<file path="src/rtl/fifo_read_ctrl.sv">
// ============================================================================
//  Module   : fifo_read_ctrl
//  Purpose  : Read-side pop pacer for the async FIFO, feeding a 2-entry
//             valid/ready output buffer. Optional macro: FIFO_RD_STATS_EN
//             (adds rd_count / stall_count statistics).
//  Revision : 1.0 - initial release
// ============================================================================
`default_nettype none

module fifo_read_ctrl #(
   parameter int DSIZE  = 8,
   parameter int RD_GAP = 2,
   parameter int CNT_W  = 16
) (
   input  logic             rclk,
   input  logic             rrst,
   input  logic             en,
   input  logic             rempty,
   input  logic [DSIZE-1:0] rdata,
   output logic             rinc,
   output logic             m_valid,
   input  logic             m_ready,
   output logic [DSIZE-1:0] m_data
`ifdef FIFO_RD_STATS_EN
   ,
   output logic [CNT_W-1:0] rd_count,
   output logic [CNT_W-1:0] stall_count
`endif
);

   localparam int c_GAP_W = (RD_GAP > 2) ? $clog2(RD_GAP) : 1;
   localparam logic [c_GAP_W-1:0] c_GAP_LOAD = c_GAP_W'((RD_GAP > 0) ? RD_GAP - 1 : 0);

   typedef enum logic [0:0] {
      ST_WAIT = 1'b0,
      ST_GAP  = 1'b1
   } state_t;

   state_t               r_state;
   state_t               w_state_nxt;
   logic [c_GAP_W-1:0]   r_gap_cnt;
   logic [c_GAP_W-1:0]   w_gap_nxt;
   logic                 w_pop;
   logic                 w_drain;
   logic [1:0]           r_count;
   logic [DSIZE-1:0]     r_buf0;
   logic [DSIZE-1:0]     r_buf1;

   always_ff @(posedge rclk) begin
      if (rrst) begin
         r_state   <= ST_WAIT;
         r_gap_cnt <= '0;
      end else begin
         r_state   <= w_state_nxt;
         r_gap_cnt <= w_gap_nxt;
      end
   end

   // Pop decision uses only registered occupancy, never m_ready.
   always_comb begin
      w_state_nxt = r_state;
      w_gap_nxt   = r_gap_cnt;
      w_pop       = 1'b0;
      case (r_state)
         ST_WAIT: begin
            w_pop = ~rrst & en & ~rempty & (r_count != 2'd2);
            if (w_pop && (RD_GAP > 0)) begin
               w_state_nxt = ST_GAP;
               w_gap_nxt   = c_GAP_LOAD;
            end
         end
         ST_GAP: begin
            if (r_gap_cnt == '0) begin
               w_state_nxt = ST_WAIT;
            end else begin
               w_gap_nxt = r_gap_cnt - c_GAP_W'(1);
            end
         end
         default: w_state_nxt = ST_WAIT;
      endcase
   end

   assign rinc    = w_pop;
   assign m_valid = (r_count != 2'd0);
   assign m_data  = r_buf0;
   assign w_drain = m_valid & m_ready;

   // Head stays put when the last word drains so m_data holds its last value.
   always_ff @(posedge rclk) begin
      if (rrst) begin
         r_count <= 2'd0;
         r_buf0  <= '0;
         r_buf1  <= '0;
      end else begin
         case ({w_pop, w_drain})
            2'b10: begin
               if (r_count == 2'd0) begin
                  r_buf0 <= rdata;
               end else begin
                  r_buf1 <= rdata;
               end
               r_count <= r_count + 2'd1;
            end
            2'b01: begin
               if (r_count == 2'd2) begin
                  r_buf0 <= r_buf1;
               end
               r_count <= r_count - 2'd1;
            end
            2'b11: begin
               if (r_count == 2'd1) begin
                  r_buf0 <= rdata;
               end else begin
                  r_buf0 <= r_buf1;
                  r_buf1 <= rdata;
               end
            end
            default: ;
         endcase
      end
   end

`ifdef FIFO_RD_STATS_EN
   always_ff @(posedge rclk) begin
      if (rrst) begin
         rd_count    <= '0;
         stall_count <= '0;
      end else begin
         if (w_pop) begin
            rd_count <= rd_count + CNT_W'(1);
         end
         if ((r_state == ST_WAIT) && en && rempty) begin
            stall_count <= stall_count + CNT_W'(1);
         end
      end
   end
`endif

endmodule

`default_nettype wire

</file>
<file path="config.mk">
export PLATFORM = sky130hd
export DESIGN_NAME = fifo_read_ctrl
export DESIGN_NICKNAME = d
export VERILOG_FILES = /design/src/rtl/fifo_read_ctrl.sv
export SDC_FILE = /design/constraint.sdc
export NUM_CORES = 1
export LEC_CHECK = 0
export ABC_AREA = 1
export CAP_MARGIN = 20
export CORE_ASPECT_RATIO = 0.75
export CORE_MARGIN = 3
export CORE_UTILIZATION = 50
export CTS_CLUSTER_SIZE = 20
export DETAILED_ROUTE_END_ITERATION = 6
export HOLD_SLACK_MARGIN = 0.03
export MAX_ROUTING_LAYER = met4
export PLACE_DENSITY_LB_ADDON = 0.2
export SYNTH_ARGS = -nofsm -noshare
export SYNTH_HDL_FRONTEND = slang
export SYNTH_SLANG_ARGS = --single-unit
</file>
<file path="constraint.sdc">
create_clock -name rclk -period 1.9 [get_ports rclk]
set_input_delay 0.19 -clock rclk [delete_from_list [all_inputs] [get_ports rclk]]
set_output_delay 0.19 -clock rclk [all_outputs]
set_load 0.005 [all_outputs]
</file>
==> flow_summary.toml, run 1 <==
[global_routing]
grt_max_degree = 18
track_usage = 0.211
grt_pass1_wl_um = 4330
antenna_found_initial = 0
grt-ovfl-total = 0
grt_pass1_vias = 1007

[setup_path]
critPathKind = "register to primary output"
critical_path_required_ps = 1710
critPathArrivalTime_ps = 1660
worst_setup_path_end_kind = "primary output"
cp_slowest_cell = "clkdlybuf4s50_1"
worstPathMaxFanout = 3
worstPathCellList = "inv_1 -> ha_2 -> inv_2 -> buf_4 -> clkdlybuf4s50_1"
cpLargestDelayFamily = "buffers and inverters"
cpPeakStageDelay_ps = 500
cp_num_buf_inv = 4
worstSetupStartpointType = "register"

[power]
p_leak_nw = 0.845
total_power_mw = 1.80
vdd_drop_max_v = 0.000672
powerDensity_nw_per_um2 = 1070

[synthesis]
synth.avg_cell_area_sq_um = 6.48
syn_inst = 181
synth_fa_ha_area_frac = 0.0959
synth-simple-area-share = 0.410
synthMuxAreaShare = 0
synth_top_family_by_area = "simple AND/OR/NAND/NOR gates"
synth_xor_area_frac = 0.00746
synth_area_sq_um = 1170
yosysSeqAreaShare = 0.341
synth_compound_area_frac = 0.0224
yosys_warnings = 0
synthDistinctLibCells = 21
synth.net_count = 203
yosys_register_bits = 20

[sta]
finalCritPeriodShare = 0.976
finalHoldViolCount = 0
min_period_ps = 1850
slew_headroom = 0.855
setup_violations = 0
final-max-slew-violation-count = 0
finClkSkew_ps = 7.87
tightest_slew_ps = 216
max_freq_mhz = 539

[placement]
gp_congestion = 0.807
portBuffers = 22
dp_hpwl_um = 1870
dp_cells = 241

[clock_tree]
cts_tree = "done"
ctsHtreeMaxLevel = 1
numCtsBuffers = 3
clk_pin_slew_worst_paths_ps = 130
clock-sinks = 20
cts_buffer_depth = 2
ctsRootBufferMaster = "clkbuf_4"
insertion_delay_ps = 310

[layout]
layout_common_cells = "nand2_1 (60), nor2_1 (41), inv_1 (22), clkdlybuf4s50_1 (21), dfxtp_1 (18)"
fillCellCount = 154
antenna_cells = 0
utilization = 0.794
drive_gt1_frac = 0.204
multi_input_comb_area_sq_um = 737
mostFrequentLayoutCell = "nand2_1"
seq_area_sq_um = 405
stdcell_count = 253
fin_nets = 244
syn2layout_area_growth_pct = 43.4

[floorplanning]
row_count = 14
die_width_um = 61.9
initial_core_util = 0.554
die_h_um = 48.0
core_region_area_sq_um = 2120
ios = 23
die-area_sq_um = 2970

[drt]
wirelength_um = 3110
wl_per_cell_um = 12.3
vias = 1211
ant_nets = 0
dr.pass1.iters = 4
drt_iter0_drc = 64
drc_errors = 0
viasPerCell = 4.79

[outcome]
outcome = "finished, final reports clean"

[min_path]
hp-class = "register to register"

[run]
max-cap-violations = 0
-- metrics by stage --
stage               TNS (ps)  setup slack [ps]  hold WS, ps  area, sq um
floorplan                  0               110          259         1170
global placement        -552             -76.2          457         1460
detailed placement     -2040              -152          456         1460
CTS                        0              16.2          461         1580
global route           -83.4             -60.3          462         1680
finish                     0              45.6          472         1680
-- Yosys cell counts --
library cell,number,share of area
inv_2,1,0.0032
nand2_4,1,0.0096
buf_12,1,0.017
nand3b_4,1,0.017
a31oi_1,1,0.0053
nand3_1,2,0.0085
nand4_1,1,0.0053
a21oi_1,3,0.013
nand3_4,1,0.015
xor2_1,1,0.0075
buf_6,1,0.0096
dfxtp_1,20,0.34
buf_4,1,0.0064
nand2_2,1,0.0053
nand2_1,65,0.21
or2_4,1,0.0075
o21ai_0,1,0.0043
clkinv_1,1,0.0032
nor2_1,42,0.13
inv_1,26,0.083
ha_1,9,0.096
-- power by group --
| group | switching (mW) | internal [mW] |
|---|---|---|
| Sequential | 0.0441 | 0.514 |
| Clock | 0.147 | 0.213 |
| Combinational | 0.467 | 0.410 |
| Total | 0.658 | 1.14 |
-- worst register-to-register path: cells and delay by family (launching register included) --
family | cells | cell delay, ps
buffers and inverters | 5 | 480
DFF | 1 | 380
adders and majority gates | 2 | 380
AOI/OAI and AO/OA | 1 | 210
and+or+nand+nor | 1 | 160
xor gates and xnor gates | 1 | 150
-- cells by family after synthesis --
logic type      after synthesis
compound gates                5
flops                        20
xor+xnor                      1
buf+inv                      31
fa+ha+maj                     9
simple gates                115
-- sequential cells by signal (all words and copies together), names as in the netlist --
register,flops
r_state,1
r_count,2
m_data,8
r_buf1,8
r_gap_cnt,1
-- path summary, 6_finish.rpt --
| kind | start | end | slack, ps | cells past startpoint |
|---|---|---|---|---|
| setup / recovery | r_count[1] | m_valid | 50 | 5 |
| hold / removal | r_gap_cnt | r_state | 470 | 2 |
| setup reg to reg | r_count[0] | r_count[1] | 50 | 10 |
| hold reg to reg | r_gap_cnt | r_state | 470 | 2 |
-- routing by layer --
layer,vias up,global-route usage,part of all wire
met5,-,-,0
met2,47,0.351,0.52
met4,0,0.0381,0.0039
li1,616,-,-
met1,546,0.254,0.41
met3,2,0.0647,0.073
-- area by class of cell --
| type | instances | area share |
|---|---|---|
| sequential | 20 | 0.241 |
| inverter | 28 | 0.0639 |
| multi-input combinational | 132 | 0.438 |
| clock inverter | 1 | 0.0178 |
| timing repair buffer | 37 | 0.202 |
| tap | 32 | 0.0238 |
| clock buffer | 3 | 0.0134 |
-- repair_timing --
action	in CTS	in global routing
endpoints found under the hold margin	0	0
resized for setup	9	22
endpoints found under the setup margin	17	19
gates cloned	1	1
setup buffers	4	2
hold buffers	0	0
pin swaps	2	7
No activity file was read; power rests on OpenSTA's default activity.
==> run 2, diff against run 1 <==
Settings changed: CORE_MARGIN 3 to default, PLACE_DENSITY from default to 0.74, PLACE_DENSITY_LB_ADDON 0.2 to default.
==> flow_summary.toml, run 2 (synthesized netlist as in run 1, its figures left out) <==
[sta]
final-max-slew-violation-count = 0
tightest_slew_ps = 230
setup_violations = 0
finalCritPeriodShare = 0.981
finClkSkew_ps = 0.522
min_period_ps = 1860
whs_ps = 484
finalHoldViolCount = 0
max_freq_mhz = 536
slew_headroom = 0.846

[floorplanning]
ios = 23
row_count = 14
die_width_um = 57.9
initial_core_util = 0.558
die_h_um = 44.0
core_region_area_sq_um = 2100
die-area_sq_um = 2550

[drt]
wirelength_um = 3520
vias = 1248
dr.pass1.iters = 6
drt_iter0_drc = 79
wl_per_cell_um = 14.5
drc_errors = 1
ant_nets = 0
viasPerCell = 5.16

[layout]
antenna_cells = 0
mostFrequentLayoutCell = "nand2_1"
layout_common_cells = "nand2_1 (60), nor2_1 (41), inv_1 (21), clkdlybuf4s50_1 (20), dfxtp_1 (18)"
drive_gt1_frac = 0.197
design_area_sq_um = 1690
syn2layout_area_growth_pct = 43.8
fin_nets = 241

[setup_path]
worstPathMaxFanout = 8
crit_top_cell = "nand2_1"
cp_slowest_cell = "dfxtp_2"
worst_setup_path_end_kind = "register"
critical_path_required_ps = 2140
worstSetupStartpointType = "register"
cpPeakStageDelay_ps = 350
critPathKind = "register to register"
critPathArrivalTime_ps = 2100
worstPathCellList = "inv_4 -> buf_12 -> ha_4 -> inv_2 -> nand2_4 -> inv_2 -> ha_4 -> nand2_1 -> buf_4 -> nand3_4 -> nand2_1 -> nand2_1 -> nor2_1"

[placement]
dp_hpwl_um = 1880
place_area_sq_um = 1450
portBuffers = 22
gp_congestion = 0.839

[run]
max-cap-violations = 0

[power]
powerDensity_nw_per_um2 = 1110
vdd_drop_max_v = 0.000596
power.switching_uw = 708
intPower_mw = 1.17
pwr-share-seq = 0.302
pwr-share-comb = 0.512
clkPwrFrac = 0.186
p_leak_nw = 0.846
swShare = 0.378

[global_routing]
grt_pass1_wl_um = 4370
grt_pass1_vias = 1071
grt-ovfl-total = 0
grt_max_degree = 17
antenna_found_initial = 0
track_usage = 0.234

[clock_tree]
clock-sinks = 20
insertion_delay_ps = 300
cts_buffer_depth = 2
ctsHtreeMaxLevel = 1
clk_pin_slew_worst_paths_ps = 120
cts_tree = "done"
numCtsBuffers = 3
ctsRootBufferMaster = "clkbuf_4"

[min_path]
hp-class = "register to register"

[outcome]
violations = "design-rule violations"
outcome = "complete, but fails checks"
-- run 2: cell count changes in the layout (fill, tap and decap cells not counted) --
cell | previous run | this run
ha_4 | 2 | 5
buf_6 | 2 | 1
ha_2 | 3 | 0
buf_12 | 0 | 1
dlygate4sd2_1 | 0 | 1
clkdlybuf4s50_1 | 21 | 20
inv_1 | 22 | 21
inv_2 | 4 | 5
buf_4 | 13 | 10
dfxtp_4 | 1 | 0
clkdlybuf4s15_1 | 1 | 0
dlymetal6s2s_1 | 0 | 1
dfxtp_2 | 1 | 2
-- run 2: cell type report --
cell class | instances | area, sq um
multi-input combinational | 132 | 767
fill | 149 | 414
timing repair buffer | 34 | 328
sequential | 20 | 403
clock buffer | 3 | 22.5
clock inverter | 1 | 30.0
inverter | 28 | 108
tap | 24 | 30.0
-- run 2: timing repair --
item                       CTS  global route
setup endpoints to repair   17            18
cloned                       0             2
setup buffers                2             2
hold buffers                 0             0
gates resized for setup      5            28
pin swaps                    0             7
-- run 2: stage by stage --
stage,TNS (ps),util,power (mW),worst slack (ps),cells
finish,0,0.803,1.87,35.2,242
floorplan,0,-,1.01,110,181
CTS,0,0.723,1.65,9.94,238
global placement,-402,0.688,1.25,-61.7,232
global route,-247,0.803,1.99,-66.7,242
detailed placement,-1750,0.688,1.27,-138,232
-- run 2: power groups by stage --
| stage | clock network (mW) | logic [mW] | registers [mW] |
|---|---|---|---|
| floorplan | 0 | 0.453 | 0.559 |
| global placement | 0 | 0.696 | 0.554 |
| detailed placement | 0 | 0.711 | 0.560 |
| CTS | 0.358 | 0.738 | 0.550 |
| global route | 0.361 | 1.06 | 0.573 |
| finish | 0.349 | 0.960 | 0.565 |
-- run 2: worst paths after layout --
path / from / slack, ps / to / depth (start not counted)
worst min-delay path: r_gap_cnt / 480 / r_state / 2
worst max-delay path: r_count[0] / 40 / r_buf1[0] / 13
worst min register to register: r_gap_cnt / 480 / r_state / 2
worst max register to register: r_count[0] / 40 / r_buf1[0] / 13
-- run 2: critical path: cells and delay by family (launching register included) --
kind / cells / cell delay [ps]
and+or+nand+nor: 6 / 660
DFF: 1 / 350
buffers and inverters: 5 / 480
adders and majority gates: 2 / 300
-- run 2: routing by layer --
metal  wire [um]  vias to the layer above  part of all wire  GRT usage
li1            -                      616                 -          -
met1        1350                      562              0.38      0.254
met2        1760                       54              0.50      0.432
met3         281                       16             0.080     0.0657
met4         128                        0             0.036     0.0381
met5           0                        -                 0          -
==> run 3, diff against run 2 <==
Settings changed: CELL_PAD_IN_SITES_DETAIL_PLACEMENT from default to 1, CELL_PAD_IN_SITES_GLOBAL_PLACEMENT from default to 2, CORE_UTILIZATION 50 to 27.
==> flow_summary.toml, run 3 (synthesized netlist as in run 1, its figures left out) <==
[outcome]
outcome = "finished, final reports clean"

[setup_path]
r2r_setup_slack_ps = 120
critPathKind = "register to register"
crit_end = "r_count[1]"
critPathLaunch = "r_count[0]"
r2r_end = "r_count[1]"
worstSetupStartpointType = "register"
worst_setup_path_end_kind = "register"
critical_path_required_ps = 2050
cpPeakStageDelay_ps = 330
worstReg2RegStart = "r_count[0]"
worstPathMaxFanout = 3
worstPathCellList = "inv_1 -> ha_2 -> inv_2 -> nand4_1 -> buf_4 -> ha_1 -> inv_1 -> o21ai_0 -> inv_1"
cp_num_buf_inv = 5
critPathArrivalTime_ps = 1930
cpLargestDelayFamily = "adder cells"
reg2reg_depth = 9
crit_top_cell = "inv_1"
crit_cells = 9
cp_slowest_cell = "dfxtp_2"

[power]
intPower_mw = 1.09
pwr-share-comb = 0.495
power.switching_uw = 636
vdd_drop_max_v = 0.000333
pwr-share-seq = 0.318
swShare = 0.368
total_power_mw = 1.73
p_leak_nw = 0.812
clkPwrFrac = 0.188
powerDensity_nw_per_um2 = 1040

[floorplanning]
row_count = 20
core_region_area_sq_um = 4100
die_width_um = 78.1
initial_core_util = 0.286
die-area_sq_um = 4620
die_h_um = 59.1
ios = 23

[sta]
slew_headroom = 0.853
final-max-slew-violation-count = 0
finClkSkew_ps = 1.96
max_freq_mhz = 562
tightest_slew_ps = 218
finalHoldViolCount = 0
finalCritPeriodShare = 0.937
setup_violations = 0
finalSetupTns_ps = 0
min_period_ps = 1780

[placement]
place_area_sq_um = 1500
dp_hpwl_um = 2360
portBuffers = 22
gp_congestion = 0.740

[global_routing]
antenna_found_initial = 0
grt_max_degree = 17
grt-ovfl-total = 0
grt_pass1_wl_um = 5180
track_usage = 0.147
grt_pass1_vias = 1118

[layout]
fin_nets = 240
seq_area_sq_um = 402
multi_input_comb_area_sq_um = 724
utilization = 0.404
design_area_sq_um = 1660
layout_common_cells = "nand2_1 (60), nor2_1 (42), inv_1 (23), clkdlybuf4s50_1 (21), dfxtp_1 (19)"
antenna_cells = 0
syn2layout_area_growth_pct = 41.2
fillCellCount = 530
drive_gt1_frac = 0.175
mostFrequentLayoutCell = "nand2_1"

[clock_tree]
cts_tree = "done"
insertion_delay_ps = 260
numCtsBuffers = 3
ctsHtreeMaxLevel = 1
clk_pin_slew_worst_paths_ps = 70
cts_buffer_depth = 2
clock-sinks = 20
ctsHoldBuffers = 0
ctsRootBufferMaster = "clkbuf_8"

[run]
max-cap-violations = 0

[drt]
wl_per_cell_um = 12.0
wirelength_um = 3270
viasPerCell = 4.11
dr.pass1.iters = 4
drc_errors = 0
ant_nets = 0
drt_iter0_drc = 29
vias = 1118

[min_path]
hp-class = "register to register"
holdPathStages = 2
[run 3: area by class of cell]
type | instances | share of cell area
clock buffer | 4 | 0.0332
inverter | 28 | 0.0634
multi-input combinational | 132 | 0.437
sequential | 20 | 0.242
tap | 55 | 0.0415
timing repair buffer | 33 | 0.182
[run 3: per-stage QoR]
stage / setup WS (ps) / instances / hold WS [ps]
floorplan: 110 / 181 / 259
CTS: 2.01 / 270 / 473
global placement: -137 / 265 / 454
detailed placement: -140 / 265 / 462
global route: -21.5 / 272 / 506
finish: 120 / 272 / 470
[run 3: worst min-delay path by stage]
stage / startpoint / endpoint / slack (ps)
final: r_state / r_state / 470
after global routing: r_gap_cnt / r_state / 510
after CTS: r_state / r_state / 470
after detailed placement: r_state / r_state / 460
after global placement: r_state / r_state / 450
after floorplan: rrst / r_count[0] / 260
[run 3: metal layers]
metal	vias to the layer above	track usage	share of wire
met5	-	-	0
met3	2	0.0323	0.028
met2	16	0.224	0.44
met1	493	0.202	0.53
li1	607	-	-
met4	0	0.0238	0.0024
[run 3: repair_timing]
action                                  4_1_cts  5_1_grt
endpoints found under the setup margin       16       17
cloned                                        0        2
endpoints found under the hold margin         0        0
pin swaps                                     1        3
resized for setup                             4       18
setup buffers                                 1        0
[run 3: power by group through the flow]
stage	combinational (mW)	clock, mW	sequential (mW)
2_1_floorplan	0.453	0	0.559
3_3_place_gp	0.744	0	0.552
3_5_place_dp	0.761	0	0.560
4_1_cts	0.775	0.338	0.550
5_1_grt	0.960	0.357	0.558
6_report	0.855	0.324	0.549
[run 3: worst register-to-register path, cell delays in order, from the launching register on]
cell,delay (ps)
dfxtp_2,330
inv_1,70
ha_2,190
inv_2,60
nand4_1,160
buf_4,200
ha_1,310
inv_1,80
o21ai_0,220
inv_1,60
